**config.mk**
```make
export PLATFORM = sky130hd
export DESIGN_NAME = seq_det_ctrl_flat
export DESIGN_NICKNAME = d
export VERILOG_FILES = /design/src/rtl/seq_det_if.sv /design/src/rtl/seq_det_ctrl.sv /design/src/flat_wrapper.sv
export SDC_FILE = /design/constraint.sdc
export NUM_CORES = 1
export LEC_CHECK = 0
export CORE_UTILIZATION = 65
export CTS_CLUSTER_SIZE = 20
export DETAILED_ROUTE_END_ITERATION = 10
export DONT_BUFFER_PORTS = 1
export GPL_ROUTABILITY_DRIVEN = 0
export PLACE_DENSITY = 0.84
export SLEW_MARGIN = 30
export SYNTH_ARGS = -nofsm -noshare
export SYNTH_HDL_FRONTEND = slang
export SYNTH_SLANG_ARGS = --single-unit
```
**constraint.sdc**
```tcl
create_clock -name clk -period 5.9 [get_ports clk]
set_clock_uncertainty 0.1 [all_clocks]
set_input_delay 0.59 -clock clk [delete_from_list [all_inputs] [get_ports clk]]
set_output_delay 0.59 -clock clk [all_outputs]
set_load 0.03 [all_outputs]
```
**src/rtl/seq_det_if.sv**
```systemverilog
// Control/CSR and serial-stream bundle for seq_det_ctrl.
// The master drives config, session control and the bit stream; the slave reports status.
interface seq_det_if #(
   parameter int PAT_W = 3,
   parameter int CNT_W = 8,
   parameter int TMO_W = 16
);
   logic             cfg_we;
   logic [PAT_W-1:0] cfg_pattern;
   logic [CNT_W-1:0] cfg_target;
   logic [TMO_W-1:0] cfg_timeout;
   logic             start;
   logic             abort;
   logic             signal;
   logic             signal_vld;
   logic             match;
   logic [CNT_W-1:0] match_count;
   logic             busy;
   logic             done;
   logic             timeout_flag;

   modport master (
      output cfg_we, cfg_pattern, cfg_target, cfg_timeout, start, abort, signal, signal_vld,
      input  match, match_count, busy, done, timeout_flag
   );

   modport slave (
      input  cfg_we, cfg_pattern, cfg_target, cfg_timeout, start, abort, signal, signal_vld,
      output match, match_count, busy, done, timeout_flag
   );
endinterface

```
**src/rtl/seq_det_ctrl.sv**
```systemverilog
// Programmable overlapping Mealy pattern detector with session control:
// arm, fill history, count matches, end on match target or cycle timeout.
module seq_det_ctrl #(
   parameter int PAT_W = 3,
   parameter int CNT_W = 8,
   parameter int TMO_W = 16
) (
   input  logic       clk,
   input  logic       rst,
   seq_det_if.slave   bus
);
   localparam int FILL_W = $clog2(PAT_W);
   localparam logic [FILL_W-1:0] FILL_LAST = FILL_W'(PAT_W - 2);
   localparam logic [CNT_W:0]    CNT_ONE   = (CNT_W+1)'(1);

   typedef enum logic [1:0] {IDLE, ARMED, DETECT, DONE} state_t;

   typedef struct packed {
      logic [PAT_W-1:0] pattern;
      logic [CNT_W-1:0] target;
      logic [TMO_W-1:0] timeout;
   } cfg_t;

   state_t            state_q, state_d;
   cfg_t              cfg_q, cfg_d;
   // Session copy: a start taken alongside cfg_we runs on the config held before that write.
   cfg_t              sess_q, sess_d;
   logic [PAT_W-2:0]  hist_q, hist_d;
   logic [FILL_W-1:0] fill_q, fill_d;
   logic [TMO_W-1:0]  cyc_q, cyc_d;
   logic [CNT_W-1:0]  cnt_q, cnt_d;
   logic              done_q, done_d;
   logic              tmo_q, tmo_d;

   logic [PAT_W-1:0]  win;
   logic              match_c;
   logic              tgt_hit;
   logic              tmo_hit;

   always_ff @(posedge clk) begin
      if (rst) begin
         state_q <= IDLE;
         cfg_q   <= '0;
         sess_q  <= '0;
         hist_q  <= '0;
         fill_q  <= '0;
         cyc_q   <= '0;
         cnt_q   <= '0;
         done_q  <= 1'b0;
         tmo_q   <= 1'b0;
      end else begin
         state_q <= state_d;
         cfg_q   <= cfg_d;
         sess_q  <= sess_d;
         hist_q  <= hist_d;
         fill_q  <= fill_d;
         cyc_q   <= cyc_d;
         cnt_q   <= cnt_d;
         done_q  <= done_d;
         tmo_q   <= tmo_d;
      end
   end

   always_comb begin
      state_d = state_q;
      cfg_d   = cfg_q;
      sess_d  = sess_q;
      hist_d  = hist_q;
      fill_d  = fill_q;
      cyc_d   = cyc_q;
      cnt_d   = cnt_q;
      done_d  = done_q;
      tmo_d   = tmo_q;
      win     = {hist_q, bus.signal};
      match_c = 1'b0;
      tgt_hit = 1'b0;
      tmo_hit = 1'b0;

      case (state_q)
         IDLE, DONE: begin
            if (bus.cfg_we) begin
               cfg_d.pattern = bus.cfg_pattern;
               cfg_d.target  = bus.cfg_target;
               cfg_d.timeout = bus.cfg_timeout;
            end
            if (bus.abort) begin
               state_d = IDLE;
               done_d  = 1'b0;
               tmo_d   = 1'b0;
            end else if (bus.start) begin
               state_d = ARMED;
               sess_d  = cfg_q;
               hist_d  = '0;
               fill_d  = '0;
               cyc_d   = '0;
               cnt_d   = '0;
               done_d  = 1'b0;
               tmo_d   = 1'b0;
            end
         end

         ARMED, DETECT: begin
            cyc_d   = cyc_q + TMO_W'(1);
            tmo_hit = (sess_q.timeout != '0) && (cyc_q == sess_q.timeout - TMO_W'(1));
            if (bus.signal_vld) begin
               hist_d = win[PAT_W-2:0];
               if (state_q == ARMED) begin
                  fill_d = fill_q + FILL_W'(1);
                  if (fill_q == FILL_LAST) state_d = DETECT;
               end else if (win == sess_q.pattern) begin
                  // History is never cleared on a hit, so overlapping matches are seen.
                  match_c = !rst;
                  cnt_d   = (cnt_q == '1) ? cnt_q : cnt_q + CNT_W'(1);
                  tgt_hit = (sess_q.target != '0) &&
                            (({1'b0, cnt_q} + CNT_ONE) == {1'b0, sess_q.target});
               end
            end
            if (bus.abort) begin
               state_d = IDLE;
            end else if (tgt_hit) begin
               state_d = DONE;
               done_d  = 1'b1;
            end else if (tmo_hit) begin
               state_d = DONE;
               tmo_d   = 1'b1;
            end
         end

         default: state_d = IDLE;
      endcase
   end

   assign bus.match        = match_c;
   assign bus.match_count  = cnt_q;
   assign bus.busy         = (state_q == ARMED) || (state_q == DETECT);
   assign bus.done         = done_q;
   assign bus.timeout_flag = tmo_q;
endmodule

```
**src/flat_wrapper.sv**
```systemverilog
// flat-port wrapper written by rule: the top's interface ports become plain ports
module seq_det_ctrl_flat 
#(
   parameter int PAT_W = 3,
   parameter int CNT_W = 8,
   parameter int TMO_W = 16
)
  (clk, rst, bus_cfg_we, bus_cfg_pattern, bus_cfg_target, bus_cfg_timeout, bus_start, bus_abort, bus_signal, bus_signal_vld, bus_match, bus_match_count, bus_busy, bus_done, bus_timeout_flag);
  seq_det_if #(.PAT_W(PAT_W), .CNT_W(CNT_W), .TMO_W(TMO_W)) bus_i ();
  input  logic clk;
  input  logic rst;
  input wire logic [$bits(bus_i.cfg_we)-1:0] bus_cfg_we;
  input wire logic [$bits(bus_i.cfg_pattern)-1:0] bus_cfg_pattern;
  input wire logic [$bits(bus_i.cfg_target)-1:0] bus_cfg_target;
  input wire logic [$bits(bus_i.cfg_timeout)-1:0] bus_cfg_timeout;
  input wire logic [$bits(bus_i.start)-1:0] bus_start;
  input wire logic [$bits(bus_i.abort)-1:0] bus_abort;
  input wire logic [$bits(bus_i.signal)-1:0] bus_signal;
  input wire logic [$bits(bus_i.signal_vld)-1:0] bus_signal_vld;
  output wire logic [$bits(bus_i.match)-1:0] bus_match;
  output wire logic [$bits(bus_i.match_count)-1:0] bus_match_count;
  output wire logic [$bits(bus_i.busy)-1:0] bus_busy;
  output wire logic [$bits(bus_i.done)-1:0] bus_done;
  output wire logic [$bits(bus_i.timeout_flag)-1:0] bus_timeout_flag;
  assign bus_i.cfg_we = bus_cfg_we;
  assign bus_i.cfg_pattern = bus_cfg_pattern;
  assign bus_i.cfg_target = bus_cfg_target;
  assign bus_i.cfg_timeout = bus_cfg_timeout;
  assign bus_i.start = bus_start;
  assign bus_i.abort = bus_abort;
  assign bus_i.signal = bus_signal;
  assign bus_i.signal_vld = bus_signal_vld;
  assign bus_match = bus_i.match;
  assign bus_match_count = bus_i.match_count;
  assign bus_busy = bus_i.busy;
  assign bus_done = bus_i.done;
  assign bus_timeout_flag = bus_i.timeout_flag;
  seq_det_ctrl #(.PAT_W(PAT_W), .CNT_W(CNT_W), .TMO_W(TMO_W)) u_core (.clk(clk), .rst(rst), .bus(bus_i));
endmodule
```
==> summary.txt, run 1 <==
Placed design
  • Final HPWL DP: 6550 µm
  • Post-DP Area: 4230 µm²
  • Input/output buffers: 0

Detailed routing
  • DR vias/cell: 6.22
  • Detail Route Antenna Nets: 0
  • Post-route DRC: 0
  • Routed vias: 3836
  • DR pass1 iterations: 5
  • Iter 0 DRT Violations: 389
  • Final wirelength: 9420 µm
  • WL/cell: 15.3 µm

Cells and area
  • Area grow syn2layout: 4.68%
  • Final instance area: 4450 µm²
  • Share of cells above drive strength 1: 0.0630
  • Antenna fix cells: 0
  • Layout fillers: 533
  • Final net count: 576
  • Most frequent cells in the layout: nand2_1, dfxtp_1, a21oi_1
  • Commonest non-fill, non-tap cell in the layout: nand2_1

Setup path
  • Critical setup path kind: reg -> reg
  • Crit path DAT: 4.03 ns
  • Req. time, crit path: 6.11 ns
  • Crit path capture type: flop
  • Worst setup SP type: flop
  • WP buf/inv: 2
  • Critical path's largest stage delay: 0.75 ns
  • CP max-delay cell: ha_1
  • Critical path, cell by cell: inv_1 -> ha_1 -> inv_1 -> or2_2 -> a21oi_1 -> nand3_1 -> or4_1 -> a21oi_1
  • CP delay by family, top: simple AND/OR/NAND/NOR gates
  • Crit Path Max Fanout: 39

Synthesis
  • Syn avg cell area: 7.70 µm²
  • Syn Inst Count: 552
  • Post-synth ARST share: 0
  • Number of synthesized flops with an enable pin: 0
  • YS warnings: 0
  • Cell taking the most area after synthesis: dfxtp_1
  • Area contributors post-synth: dfxtp_1, nand2_1, a21oi_1, xnor2_1, nor2_1
  • Yosys cell types: 52
  • Share of the synthesized area in the top cell type: 0.405
  • Predominant post-synthesis flop cell: dfxtp_1
  • Synth Register Bits: 86
  • Net count after synthesis: 593
  • Area of the mapped netlist: 4250 µm²
  • Register area share after synthesis: 0.405

Outcome
  • Run status: complete, no violations

Floorplanning
  • Die area: 6860 µm²
  • Core area: 6310 µm²
  • Initial core utilization: 0.673
  • Ports: 46
  • DIE HEIGHT: 82.9 µm
  • Row Count: 29
  • Die Width: 82.9 µm

Global routing
  • GRT Total Usage: 0.288
  • Global-route wire length before repair: 16100 µm
  • Largest net degree at the start of global routing: 88
  • Number of global-route vias before repair: 3522
  • Antenna violations before repair: 0
  • Total grt overflow: 0

Flow run
  • Max Cap Viol: 0

Clock tree
  • H-tree levels: 3
  • CTS tree: yes
  • Cts hold-fix bufs: 0
  • CTS sink cnt: 86
  • Worst-Skew Late Latency: 0.38 ns
  • Setup bufs post-CTS: 0
  • Worst-path clk slew: 0.10 ns
  • Clock tree buffer depth: 2
  • CTS root buf: clkbuf_8
  • Inserted Clock Buffers: 9
  • Post_cts resized: 0

Timing
  • # setup viols final: 0
  • Max Fclk: 0.262 GHz
  • Worst-Margin Slew: 0.894 ns
  • Slew headroom: 0.403
  • Period minus WS final: 3.81 ns
  • Unrepaired setup endpoints after global routing: no
  • Max-slew violation count: 0
  • TNS Setup: 0 ns
  • Tcrit/Tclk final: 0.646
  • Hold Fails Final Rpt: 0

Power
  • P_leak: 1.54 nW
  • VDD IR max: 221 µV
  • PD cells: 257 nW/µm²
  • Tot Pwr: 1.14 mW

Worst hold path
  • Hold Crit Class: in -> reg
==> path summary, 6_finish.rpt <==
check	slack (ns)	depth (start not counted)	endpoint	start
worst max register to register	2.09	8	u_core.bus.match_count[5]$_SDFFE_PP0P_	u_core.state_q[0]$_SDFFE_PP0P_
worst min register to register	0.35	2	u_core.sess_q[11]$_SDFFE_PP0P_	u_core.cfg_q[11]$_SDFFE_PP0P_
worst max-delay path	2.09	8	u_core.bus.match_count[5]$_SDFFE_PP0P_	u_core.state_q[0]$_SDFFE_PP0P_
worst min-delay path	0.16	1	u_core.state_q[0]$_SDFFE_PP0P_	bus_abort
==> cells by family after synthesis <==
kind of cell / synth area share
AO/OA/AOI/OAI: 0.179
multiplexers: 0.00707
AND/OR/NAND/NOR: 0.277
flip-flops: 0.405
buffers and inverters: 0.0406
XOR/XNOR: 0.0701
adder cells (fa/ha/maj): 0.0206
==> per-stage QoR <==
step	hold slack [ns]	utilization	cells	setup WS [ns]
6_report	0.156	0.705	617	2.09
2_1_floorplan	0.332	-	552	2.64
5_1_grt	0.142	0.705	617	1.78
4_1_cts	0.147	0.704	617	2.12
3_3_place_gp	0.334	0.670	601	2.32
3_5_place_dp	0.337	0.671	601	2.16
==> where the power goes <==
group,total [mW],internal [mW],switching (mW)
clock,0.426,0.172,0.254
sequential,0.611,0.597,0.0138
combinational,0.107,0.0408,0.0663
total,1.14,0.810,0.334
==> metal layers <==
| metal | vias to the layer above | part of all wire | global-route usage |
|---|---|---|---|
| li1 | 1878 | - | - |
| met1 | 1799 | 0.44 | 0.381 |
| met2 | 145 | 0.48 | 0.448 |
| met3 | 14 | 0.062 | 0.0716 |
| met4 | 0 | 0.021 | 0.122 |
| met5 | - | 0 | 0 |
==> flip-flops by register name, indices dropped and copies added, names as in the netlist <==
signal                   flops
u_core.cfg_q                27
u_core.sess_q               27
u_core.cyc_q                16
u_core.bus.match_count       8
u_core.fill_q                2
u_core.hist_q                2
u_core.state_q               2
u_core.bus.done              1
u_core.bus.timeout_flag      1
==> layout make-up <==
class	instances	area, µm²	share of cell area
multi-input combinational	426	2370	0.533
sequential	86	1720	0.387
clock buffer	9	124	0.0278
tap	77	96.3	0.0217
clock inverter	7	83.8	0.0188
inverter	10	37.5	0.00844
timing repair buffer	2	15.0	0.00338
==> synthesized netlist by cell type, drive strengths merged, types with 5 or more instances <==
cell type and count:
and3 8, nand4 5, xnor2 25, nor3 12
xor2 9, a31oi 9, o21ai 11, clkbuf 23
nor2 33, buf 7, a21oi 83, nor2b 5
or3 7, nand2 129, or4 5, o21a 5
nand3 23, nor4 9, inv 10, dfxtp 86
ha 7
==> worst register-to-register path, delay by kind of cell (launching register included) <==
family,cells,cell delay [ns]
flops,1,0.43
buf+inv,2,0.58
simple gates,3,1.41
compound gates,2,0.46
fa+ha+maj,1,0.75
Power figures use the tool's default switching activity.
==> run 2: changes to the inputs <==
--- a/config.mk
+++ b/config.mk
@@ -5,12 +5,12 @@
 export SDC_FILE = /design/constraint.sdc
 export NUM_CORES = 1
 export LEC_CHECK = 0
-export CORE_UTILIZATION = 65
+export CORE_UTILIZATION = 57
 export CTS_CLUSTER_SIZE = 20
 export DETAILED_ROUTE_END_ITERATION = 10
 export DONT_BUFFER_PORTS = 1
 export GPL_ROUTABILITY_DRIVEN = 0
-export PLACE_DENSITY = 0.84
+export PLACE_DENSITY = 0.78
 export SLEW_MARGIN = 30
 export SYNTH_ARGS = -nofsm -noshare
 export SYNTH_HDL_FRONTEND = slang
==> constraint.sdc (replaced) <==
create_clock -name clk -period 3.32 [get_ports clk]
set_clock_uncertainty 0.1 [all_clocks]
set_input_delay 0.332 -clock clk [delete_from_list [all_inputs] [get_ports clk]]
set_output_delay 0.332 -clock clk [all_outputs]
set_load 0.03 [all_outputs]
==> summary.txt, run 2 (synthesized netlist as in run 1, its figures left out) <==
Cells and area
  • Largest regs: u_core.cfg_q x27, u_core.sess_q x27, u_core.cyc_q x16
  • Final core occ: 0.680 (-0.0247)
  • Antenna fix cells: 0 (unchanged)
  • Share of cells above drive strength 1: 0.0909 (+0.0279)
  • Area grow syn2layout: 15.4%
  • Commonest non-fill, non-tap cell in the layout: nand2_1
  • Final net count: 619 (+7.5%)
  • Most frequent cells in the layout: nand2_1, dfxtp_1, a21oi_1

Setup path
  • Crit path DAT: 3.37 ns (-0.66 ns)
  • Worst setup SP type: flop
  • Crit path capture type: flop
  • Req. time, crit path: 3.49 ns (-2.62 ns)
  • CP max-delay cell: nor4_1
  • Critical setup path kind: reg -> reg
  • Crit Path Max Fanout: 6 (-85%)
  • Critical path, cell by cell: buf_4 -> nor4_1 -> nand4_1 -> mux2i_1 -> o22ai_1 -> or4_4 -> or2_4 -> a2111oi_4
  • Critical path's largest stage delay: 0.81 ns (+0.06 ns)

Floorplanning
  • Die area: 7800 µm² (+14%)
  • DIE HEIGHT: 88.3 µm (+6.6%)
  • Initial core utilization: 0.589 (-0.0840)
  • Die Width: 88.3 µm (+6.6%)
  • Core area: 7210 µm² (+14%)
  • Ports: 46 (unchanged)
  • Row Count: 31 (+6.9%)

Placed design
  • DP Worst Slack: 0.0266 ns (-2.14 ns)
  • Final HPWL DP: 6720 µm (+2.7%)
  • Input/output buffers: 0 (unchanged)

Detailed routing
  • WL/cell: 15.0 µm (-2.0%)
  • Iter 0 DRT Violations: 231 (-41%)
  • Detail Route Antenna Nets: 0 (unchanged)
  • DR pass1 iterations: 5 (unchanged)
  • Final wirelength: 10200 µm (+8.3%)
  • Post-route DRC: 0 (unchanged)
  • DR vias/cell: 5.87 (-5.5%)
  • Routed vias: 4006 (+4.4%)

Global routing
  • Largest net degree at the start of global routing: 85 (-3.4%)
  • Number of global-route vias before repair: 3506 (-0.45%)
  • Antenna violations before repair: 0 (unchanged)
  • Global-route wire length before repair: 16200 µm (+0.47%)
  • GRT Total Usage: 0.268 (-0.0198)
  • Total grt overflow: 0 (unchanged)

Flow run
  • Max Cap Viol: 0 (unchanged)

Timing
  • Max-slew violation count: 0 (unchanged)
  • Hold Fails Final Rpt: 0 (unchanged)
  • Slew headroom: 0.368 (-0.0343)
  • # setup viols final: 0 (unchanged)
  • Final worst slack: 0.122 ns (-1.96 ns)
  • Max Fclk: 0.313 GHz (+19%)
  • Period minus WS final: 3.20 ns (-0.616 ns)
  • Worst-Margin Slew: 0.939 ns (+0.0450 ns)
  • Tcrit/Tclk final: 0.963 (+0.317)

Worst hold path
  • Hold Crit Class: in -> reg

Clock tree
  • Clock tree buffer depth: 2 (unchanged)
  • CTS tree: yes
  • CTS sink cnt: 86 (unchanged)
  • H-tree levels: 3 (unchanged)
  • Inserted Clock Buffers: 9 (unchanged)
  • CTS root buf: clkbuf_8
  • Worst-Skew Late Latency: 0.37 ns (about the same)
  • Worst-path clk slew: 0.09 ns (about the same)

Power
  • VDD IR max: 357 µV (+61%)
  • P_leak: 1.75 nW (+13%)
  • PD cells: 430 nW/µm² (+67%)

Outcome
  • Run status: complete, no violations
run 2: cell types whose count changed in the layout (fill, tap and decap cells not counted), sizes merged:
cell	delta
inv	-2
bufinv	+1
buf	+19
dlygate4sd3	+24
clkbuf	+1
run 2: report_power, final:
group	internal, mW	leakage [nW]	switching, mW
Clock	0.361	0.103	0.411
Combinational	0.109	0.949	0.146
Sequential	1.06	0.699	0.0222
run 2: timing repair:
item,4_1_cts,5_1_grt
buffers inserted,0,1
resized for setup,0,5
hold buffers,25,0
endpoints found under the setup margin,0,1
hold endpoints to repair,84,0
run 2: worst max-delay path, delay by kind of cell (launching register included):
kind,cells,cell delay [ns]
AO/OA/AOI/OAI,2,0.43
AND/OR/NAND/NOR,4,1.87
flip-flops,1,0.33
buffers and inverters,1,0.16
multiplexers,1,0.21
run 2: worst paths after layout:
kind	from	end	slack, ns	cells after the start
worst max-delay path	u_core.sess_q[4]$_SDFFE_PP0P_	u_core.state_q[0]$_SDFFE_PP0P_	0.12	8
worst min-delay path	bus_cfg_target[5]	u_core.cfg_q[21]$_SDFFE_PP0P_	0.003	2
worst max register to register	u_core.sess_q[4]$_SDFFE_PP0P_	u_core.state_q[0]$_SDFFE_PP0P_	0.12	8
worst min register to register	u_core.cfg_q[6]$_SDFFE_PP0P_	u_core.sess_q[6]$_SDFFE_PP0P_	0.36	2
run 2: cell type report:
class,count,area (µm²)
inverters,10,37.5
flip-flops and latches,86,1720
clock inverters,6,76.3
well taps,99,124
clock buffers,10,128
fillers,567,2310
repair buffers,45,430
multi-input cells,426,2390
run 2: layer usage:
layer  routed length (µm)  part of all wire  global-route usage
met2                 5060              0.50               0.450
met4                  274             0.027               0.123
met3                  506             0.050              0.0382
met1                 4360              0.43               0.341
met5                    0                 0                   0
run 2: through the flow:
step	instance area [µm²]	instances	total power, mW	TNS, ns	hold WS, ns
finish	4900	682	2.11	0	0.00289
global route	4900	682	2.19	-0.0455	0.0164
CTS	4850	681	2.11	0	0.0000173
detailed placement	4380	640	1.31	0	0.298
global placement	4380	640	1.30	0	0.297
floorplan	4250	552	1.27	0	0.296
==> run 3: changes to the inputs <==
==> constraint.sdc (replaced) <==
create_clock -name clk -period 2.9 [get_ports clk]
set_clock_uncertainty 0.1 [all_clocks]
set_input_delay 0.29 -clock clk [delete_from_list [all_inputs] [get_ports clk]]
set_output_delay 0.29 -clock clk [all_outputs]
set_load 0.03 [all_outputs]
==> summary.txt, run 3 (synthesized netlist as in run 1, its figures left out) <==
Timing
  • Hold Fails Final Rpt: 0 (unchanged)
  • Max Fclk: 0.325 GHz (+4.0%)
  • Period minus WS final: 3.08 ns (-0.123 ns)
  • Final worst slack: -0.176 ns (-0.297 ns)
  • Tcrit/Tclk final: 1.06 (+0.0972)
  • Worst hold slack: 0.0859 ns (+0.0830 ns)
  • Unrepaired setup endpoints after global routing: yes
  • Worst-Margin Slew: 0.750 ns (-0.189 ns)
  • TNS Setup: -0.259 ns (-0.259 ns)
  • # setup viols final: 2 (+2)
  • Slew headroom: 0.499 (+0.131)
  • Max-slew violation count: 0 (unchanged)

Setup path
  • Critical path, cell by cell: or4_4 -> or4_4 -> a2111oi_4 -> o2111ai_1 -> or4_4 -> or2_4 -> a2111oi_4
  • CP max-delay cell: or4_4
  • Reg2reg path depth: 7 (-1)
  • Reg-to-reg endpoint: u_core.state_q[0]$_SDFFE_PP0P_
  • WP buf/inv: 0 (-1)
  • Reg2Reg Launch Point: u_core.sess_q[4]$_SDFFE_PP0P_
  • Crit path capture type: flop
  • CP Launch Point: u_core.sess_q[4]$_SDFFE_PP0P_
  • CP Capture Point: u_core.state_q[0]$_SDFFE_PP0P_
  • CP most frequent cell: or4_4
  • Crit Path Max Fanout: 2 (-4)
  • Critical setup path kind: reg -> reg
  • R2r setup slk: -0.18 ns (-0.30 ns)
  • Crit path DAT: 3.24 ns (-0.13 ns)
  • CP Depth: 7 (-1)
  • Req. time, crit path: 3.06 ns (-0.43 ns)
  • Critical path's largest stage delay: 0.53 ns (-0.28 ns)
  • CP delay by family, top: simple AND/OR/NAND/NOR gates
  • Worst setup SP type: flop

Clock tree
  • Inserted Clock Buffers: 9 (unchanged)
  • Clock tree buffer depth: 2 (unchanged)
  • Worst-Skew Late Latency: 0.36 ns (about the same)
  • CTS root buf: clkbuf_8
  • Worst-path clk slew: 0.10 ns (about the same)
  • CTS tree: yes
  • CTS sink cnt: 86 (unchanged)
  • H-tree levels: 3 (unchanged)

Global routing
  • Largest net degree at the start of global routing: 83 (-2.4%)
  • Total grt overflow: 0 (unchanged)
  • Antenna violations before repair: 0 (unchanged)
  • Global-route wire length before repair: 17700 µm (+9.3%)
  • GRT Total Usage: 0.292 (+0.0242)
  • Number of global-route vias before repair: 3844 (+9.6%)

Floorplanning
  • Die area: 7800 µm² (unchanged)
  • DIE HEIGHT: 88.3 µm (unchanged)
  • Ports: 46 (unchanged)
  • Die Width: 88.3 µm (unchanged)
  • Row Count: 31 (unchanged)
  • Core area: 7210 µm² (unchanged)
  • Initial core utilization: 0.589 (unchanged)

Detailed routing
  • Iter 0 DRT Violations: 210 (-9.1%)
  • Routed vias: 4147 (+3.5%)
  • Post-route DRC: 0 (unchanged)
  • Final wirelength: 10900 µm (+7.3%)
  • Detail Route Antenna Nets: 0 (unchanged)
  • DR vias/cell: 5.87 (-0.14%)
  • WL/cell: 15.5 µm (+3.5%)
  • DR pass1 iterations: 5 (unchanged)

Placed design
  • Final HPWL DP: 7030 µm (+4.5%)
  • DP Worst Slack: -0.186 ns (-0.213 ns)
  • Input/output buffers: 0 (unchanged)
  • Post-DP Area: 4530 µm² (+3.3%)

Cells and area
  • Final instance area: 5140 µm² (+4.8%)
  • Reg area: 1730 µm² (+0.44%)
  • Commonest non-fill, non-tap cell in the layout: nand2_1
  • Share of cells above drive strength 1: 0.127 (+0.0357)
  • Layout fillers: 582 (+2.6%)
  • Most frequent cells in the layout: nand2_1, dfxtp_1, a21oi_1
  • Area grow syn2layout: 21.0%
  • Footprint of the multi-input gates: 2420 µm² (+1.3%)
  • Final net count: 644 (+4.0%)
  • Antenna fix cells: 0 (unchanged)
  • Largest regs: u_core.cfg_q x27, u_core.sess_q x27, u_core.cyc_q x16

Power
  • PD cells: 469 nW/µm² (+9.1%)
  • P_leak: 1.89 nW (+7.7%)
  • VDD IR max: 378 µV (+6.1%)

Worst hold path
  • Hold Crit Class: in -> reg

Flow run
  • Max Cap Viol: 0 (unchanged)

Outcome
  • Run status: finished with violations
  • Failing checks: setup timing
## run 3: layout make-up
type                    count  area share
inverters                  10     0.00730
repair buffers             70       0.122
flip-flops and latches     86       0.336
clock buffers               9      0.0241
clock inverters             7      0.0158
multi-input cells         426       0.470
well taps                  99      0.0241
## run 3: routing by layer
metal	share of wire	track usage	up-vias
met5	0	0	-
met4	0.018	0.0982	0
met3	0.062	0.0606	18
met2	0.49	0.498	155
met1	0.43	0.369	1959
li1	-	-	2015
## run 3: power by group
group	total (mW)	internal [mW]	switching, mW
Sequential	1.24	1.21	0.0254
Clock	0.859	0.352	0.507
Combinational	0.315	0.137	0.178
Total	2.41	1.70	0.710
## run 3: worst min path at each step
stage,startpoint,to,depth (start not counted)
global placement,bus_abort,u_core.state_q[0]$_SDFFE_PP0P_,1
finish,bus_abort,u_core.bus.done$_SDFFE_PP0P_,3
CTS,bus_abort,u_core.bus.done$_SDFFE_PP0P_,3
detailed placement,bus_abort,u_core.state_q[0]$_SDFFE_PP0P_,1
global route,bus_abort,u_core.bus.done$_SDFFE_PP0P_,3
floorplan,bus_abort,u_core.state_q[0]$_SDFFE_PP0P_,1
## run 3: worst min-delay path: stages
cell and delay [ns]:
nor2_1 0.03, a21oi_1 0.14, nor2_1 0.04
## run 3: stage by stage
| step | total power [mW] | instances | utilization |
|---|---|---|---|
| CTS | 2.41 | 704 | 0.705 |
| global route | 2.50 | 707 | 0.712 |
| global placement | 1.50 | 656 | 0.626 |
| finish | 2.41 | 707 | 0.712 |
| floorplan | 1.46 | 552 | - |
| detailed placement | 1.51 | 656 | 0.627 |
## run 3: repair_timing
action,in CTS,in global routing
setup buffers,0,3
hold buffers,32,0
gates resized for setup,4,8
endpoints found under the setup margin,3,3
endpoints found under the hold margin,86,0
